File: src/rtl/io_write_ports.sv
// Memory-mapped output ports: each port holds one processor-written word until the external
// consumer drains it. Writes to a full, undrained port are rejected and flagged.
module io_write_ports #(
  parameter int unsigned WORD_WIDTH      = 36,
  parameter int unsigned ADDR_WIDTH      = 10,
  parameter int unsigned PORT_COUNT      = 4,
  parameter int unsigned PORT_BASE_ADDR  = 0,
  parameter int unsigned PORT_ADDR_WIDTH = 2
) (
  input  logic                             clock,
  input  logic                             reset,
  input  logic                             wren,
  input  logic [ADDR_WIDTH-1:0]            addr,
  input  logic [WORD_WIDTH-1:0]            data_in,
  output logic [PORT_COUNT-1:0]            port_EF,
  output logic [PORT_COUNT*WORD_WIDTH-1:0] port_data_out,
  output logic [PORT_COUNT-1:0]            port_valid,
  input  logic [PORT_COUNT-1:0]            port_ready,
  output logic                             write_dropped
);

  typedef enum logic {StEmpty, StFull} state_e;

  state_e                st_q   [PORT_COUNT];
  state_e                st_d   [PORT_COUNT];
  logic [WORD_WIDTH-1:0] data_q [PORT_COUNT];
  logic [WORD_WIDTH-1:0] data_d [PORT_COUNT];
  logic                  drop_q, drop_d;
  logic [PORT_COUNT-1:0] sel;
  logic [31:0]           addr_ext;
  logic [31:0]           offset;
  logic                  in_range;

  // Hit decode: the index is the truncated offset from the base, qualified by the range check.
  always_comb begin
    addr_ext = 32'(addr);
    offset   = addr_ext - PORT_BASE_ADDR;
    in_range = (addr_ext >= PORT_BASE_ADDR) && (addr_ext < PORT_BASE_ADDR + PORT_COUNT);
    sel      = '0;
    for (int i = 0; i < PORT_COUNT; i++) begin
      sel[i] = wren && in_range &&
               (offset[PORT_ADDR_WIDTH-1:0] == PORT_ADDR_WIDTH'(i));
    end
  end

  always_comb begin
    drop_d = 1'b0;
    for (int i = 0; i < PORT_COUNT; i++) begin
      st_d[i]   = st_q[i];
      data_d[i] = data_q[i];
      unique case (st_q[i])
        StEmpty: begin
          if (sel[i]) begin
            data_d[i] = data_in;
            st_d[i]   = StFull;
          end
        end
        StFull: begin
          if (port_ready[i]) begin
            // Drain and refill in the same cycle keeps the port full with the new word.
            if (sel[i]) begin
              data_d[i] = data_in;
            end else begin
              st_d[i] = StEmpty;
            end
          end else if (sel[i]) begin
            drop_d = 1'b1;
          end
        end
        default: st_d[i] = StEmpty;
      endcase
    end
  end

  always_ff @(posedge clock) begin
    if (reset) begin
      drop_q <= 1'b0;
      for (int i = 0; i < PORT_COUNT; i++) begin
        st_q[i]   <= StEmpty;
        data_q[i] <= '0;
      end
    end else begin
      drop_q <= drop_d;
      for (int i = 0; i < PORT_COUNT; i++) begin
        st_q[i]   <= st_d[i];
        data_q[i] <= data_d[i];
      end
    end
  end

  always_comb begin
    port_data_out = '0;
    port_EF       = '0;
    for (int i = 0; i < PORT_COUNT; i++) begin
      port_EF[i]                                 = (st_q[i] == StFull);
      port_data_out[i*WORD_WIDTH +: WORD_WIDTH] = data_q[i];
    end
  end

  assign port_valid    = port_EF;
  assign write_dropped = drop_q;

endmodule

File: config.mk
export PLATFORM = sky130hd
export DESIGN_NAME = io_write_ports
export DESIGN_NICKNAME = d
export VERILOG_FILES = /design/src/rtl/io_write_ports.sv
export SDC_FILE = /design/constraint.sdc
export NUM_CORES = 1
export LEC_CHECK = 0
export CAP_MARGIN = 20
export CORE_AREA = 2 2 94 142
export CTS_CLUSTER_SIZE = 16
export DETAILED_ROUTE_END_ITERATION = 8
export DIE_AREA = 0 0 96 144
export GPL_ROUTABILITY_DRIVEN = 0
export PLACE_DENSITY_LB_ADDON = 0.2
export REMOVE_ABC_BUFFERS = 1
export SYNTH_ARGS = -nofsm -noshare
export SYNTH_HDL_FRONTEND = slang
export SYNTH_SLANG_ARGS = --single-unit
export TNS_END_PERCENT = 1
File: constraint.sdc
create_clock -name clock -period 5.8 [get_ports clock]
set_input_delay 1.16 -clock clock [delete_from_list [all_inputs] [get_ports clock]]
set_output_delay 1.16 -clock clock [all_outputs]
set_load 0.005 [all_outputs]
Yosys cells after proc, flatten, opt, wreduce, memory -nomap -nowiden
Memory sizes are Yosys's and may differ from the RTL's.
Cells that the tools add are included.
{ "totals": {"ram_bits": 148, "ff_bits": 1, "out_inout_bits": 153, "input_bits": 53, "mem_count": 2} }
{ "classes": {"reduce_logical": 6, "magnitude_cmp": 1, "bitwise_logic": 12, "mux": 46, "eq_ne": 3} }
{ "mem_list": {"columns": ["memory", "words", "width", "rd", "rd_ports_with_merged_regs", "write_ports", "line_no", "rtl"], "rows": [
  ["data_q", 4, 36, 4, 0, 4, "26", "logic [WORD_WIDTH-1:0] data_q [PORT_COUNT];"],
  ["st_q", 4, 1, 4, 0, 4, "24", "state_e st_q [PORT_COUNT];"]
]} }
{ "ops": {"columns": ["op", "n"], "rows": [
  ["two-way mux 36 bit", 12],
  ["one-hot mux 36 bit (2 select lines)", 4],
  ["two-way mux 1 bit", 26],
  ["less-than comparator 10 x 3 -> 1 bit, second input constant", 1],
  ["OR 1 bit", 8],
  ["one-hot mux 1 bit (2 select lines)", 4],
  ["logical AND 1 bit", 5],
  ["equality test 2 bit, second input constant", 2],
  ["inverter 1 bit", 4],
  ["equality test 2 x 1 -> 1 bit, second input constant", 1],
  ["zero test 2 bit", 1]
]} }

Depth between registers and ports, before layout
{ "depth": {"word_depth": 15, "depth_mapped": 6, "ltp_nobuf": 4} }

Worst setup path after synthesis
OpenSTA, ideal clock, no wires.
{ "synth_timing": {"kind": "in2reg", "from": "in addr[8]", "to": "mem data_q[1][10]", "required_ps": 5728, "arrival_time_ps": 2632, "stages": 6, "path_slack_ps": 3096, "cell_sequence": "or4b_4 > nor3_4 > and4_4 > buf_12 > buf_12 > mux2i_1"} }
{ "synth_rtl": {"columns": ["item", "line_no", "rtl"], "rows": [
  ["start: declaration", "13", "input logic [ADDR_WIDTH-1:0] addr,"],
  ["end: declaration", "26", null]
]} }

==> impl_metrics.csv <==
group,metric,value,unit
logic_synthesis,yosysWarnings,0,
clock_network,postCtsHoldBufs,0,
sta,fin_crit_sh,53.8,%
sta,finalClockSkew,7.47,ps
drt,drt_pass1_iterations,4,
sta,timing.final.crit_period,3120,ps
worst_setup_path,endpoint_kind,"flop",
clock_network,cts_root_buffer,"clkbuf_16",
worst_setup_path,cp_slowest_cell,"and4_4",
global_route,overflow,0,
finish,nFillCells,980,
worst_setup_path,r2r_cells,5,
placed_design,portBuffers,205,
placed_design,dp_hpwl,9.77,mm
logic_synthesis,synthCells,543,
worst_setup_path,crit_end,"data_q[1][10]",
worst_setup_path,path_class,"input pin to flop",
drt,remaining_drc_errors,0,
logic_synthesis,netlist_top_cells_area,"dfxtp_1 49%, mux2i_1 24%, nand2b_1 19%",
floorplanning,coreArea,0.0127,mm²
worst_setup_path,rrSetupSlack,4170,ps
pwr,p_per_area,262,mW/mm²
pwr,pwr-share-clk,50.7,%
logic_synthesis,synth_seq_area_share,49.1,%
worst_setup_path,worst_setup_path_start_kind,"input pin",
logic_synthesis,yosysTopAreaCellShare,49.1,%
finish,final_cell_area,0.00865,mm²
clock_network,clock_latency,410,ps
drt,via_per_inst,4.90,
clock_network,cts_setup_buffers,0,
outcome,status,"finished clean",
sta,worst_pin_slew,729,ps
clock_network,cts_tree,"yes",
sta,relSlewSlack,51.4,%
worst_setup_path,cp.arrival,3450,ps
sta,setup_viol,0,
pwr,p_sw_share,20.0,%
sta,final-max-slew-violation-count,0,
worst_setup_path,required,6130,ps
finish,area_delta_synth_final,42.2,%
floorplanning,io_pins,206,
run,max_cap_violations,0,
worst_setup_path,cp_cell_sequence,"clkdlybuf4s50_1 > or4b_4 > nor3_4 > and4_4 > mux2i_1",
finish,n_antenna_cell,0,
worst_setup_path,max_stage_delay,770,ps
floorplanning,die_area,0.0138,mm²
pwr,p_leak,3.68,nW
drt,drtIter0Drc,159,
logic_synthesis,yosysUniqueCellTypes,20,
finish,multi_input_area,0.00276,mm²
pwr,p_total,2.27,mW
drt,vias,4399,
finish,seq_area,0.00298,mm²
global_route,grt_pass1_vias,4478,
global_route,grt_max_degree,96,
global_route,antenna_found_initial,0,
clock_network,cts-resized-gates,0,
finish,drive_gt1_share,5.41,%
clock_network,cts_buffers,17,
floorplanning,die_w,96,µm
worst_setup_path,worstPathMaxFanout,36,
sta,rsz0062_at_grt,"no",
clock_network,clk_path_buf_depth,2,
worst_setup_path,crit_start,"addr[8]",
clock_network,htreeDepth,4,
placed_design,pre_cts_slack,2260,ps
logic_synthesis,synth_top_area_cell,"dfxtp_1",
logic_synthesis,syn_avg_cell_area,11.2,µm²
global_route,grt_usage,20.7,%
floorplanning,dieHeight,144,µm
drt,ant_nets,0,
finish,nNetsFinal,780,
clock_network,clk_pin_slew_worst_paths,60,ps
logic_synthesis,syn_area,0.00608,mm²
placed_design,placedInstanceArea,0.00802,mm²
worst_setup_path,r2r-start,"st_q[3]",
finish,most-common-layout-cells,"204 x clkdlybuf4s50_1, 184 x nand2b_1, 149 x dfxtp_1",
hold_path,holdCritPathClass,"flop to flop",
pwr,pwr-share-seq,45.2,%
sta,fin_tns_setup,0,ps
pwr,p_switching,0.454,mW
floorplanning,start_util,47.9,%
drt,wl,14.4,mm
pwr,internal_power,1.81,mW
drt,post_drt_wl_per_cell,16.1,µm
floorplanning,row_count,51,
sta,finalHoldViolCount,0,
worst_setup_path,worst_r2r_endpoint,"data_q[3][22]",
clock_network,cts_sinks,149,
sta,clock.fmax,320,MHz
pwr,ir_drop,0.000195,V
sta,layout_setup_ws,2680,ps
global_route,grt_pass1_wl,22.0,mm
pwr,pwr-share-comb,4.1,%
finish,final_common_cell,"clkdlybuf4s50_1",
logic_synthesis,ys_seq_elements,149,
final cells by class:
class	count	area share, %
tap	159	2.30
multi-input combinational	350	31.9
clock inverter	11	2.04
sequential	149	34.5
clock buffer	20	5.17
timing repair buffer	209	24.1
synth_stat cells:
cell type,instances
nand2b_1,184
dfxtp_1,149
mux2i_1,144
clkbuf_1,20
buf_4,11
buf_6,9
a21oi_1,4
buf_12,4
nand3_1,4
nand4_1,3
nor2b_1,2
and3_1,1
and4_4,1
mux4_2,1
nand2_1,1
nor2_1,1
nor3_1,1
nor3_2,1
nor3_4,1
or4b_4,1
state kept, by name, summed over array words and instances (netlist names):
register and cells:
st_q 4, data_q 144, write_dropped 1
logic make-up after synthesis:
family	count (synthesis)	share of synthesized area (%)
AND/OR/NAND/NOR	201	20.9
flip-flops	149	49.1
multiplexers	145	24.1
AO/OA/AOI/OAI	4	0.329
buffers and inverters	44	5.58
routing by layer:
layer | wire length (µm) | up-vias | track usage, %
met5 | 0 | - | 0
met4 | 418 | 0 | 8.80
met3 | 953 | 25 | 6.25
met2 | 7590 | 134 | 36.4
met1 | 5450 | 2085 | 22.7
li1 | - | 2155 | -
critical path, delay by kind of cell:
kind / cells / cell delay (ps)
AND/OR/NAND/NOR: 3 / 1610
multiplexers: 1 / 270
buffers and inverters: 1 / 400
power by group through the flow:
stage	logic [mW]	registers (mW)	clock network [mW]
6_report	0.0929	1.02	1.15
5_1_grt	0.101	1.02	1.22
4_1_cts	0.0937	1.02	1.17
3_5_place_dp	0.0932	1.05	0
3_3_place_gp	0.0919	1.05	0
2_1_floorplan	0.0367	1.05	0
worst min path at each step:
stage	startpoint	to	slack [ps]	cells after the start
global placement	data_q[1][9]	data_q[1][9]	460	2
floorplan	data_q[1][0]	data_q[1][0]	460	2
CTS	data_q[1][22]	data_q[1][22]	470	2
detailed placement	data_q[1][7]	data_q[1][7]	460	2
global route	data_q[1][22]	data_q[1][22]	490	2
finish	data_q[1][22]	data_q[1][22]	470	2
through the flow:
step / utilization (%) / hold slack (ps) / cells
after floorplan: - / 464 / 499
after global placement: 63.2 / 457 / 867
after detailed placement: 63.2 / 462 / 867
after CTS: 68.1 / 474 / 898
after global routing: 68.1 / 488 / 898
final: 68.1 / 471 / 898
(Power assumes the default switching activity.)
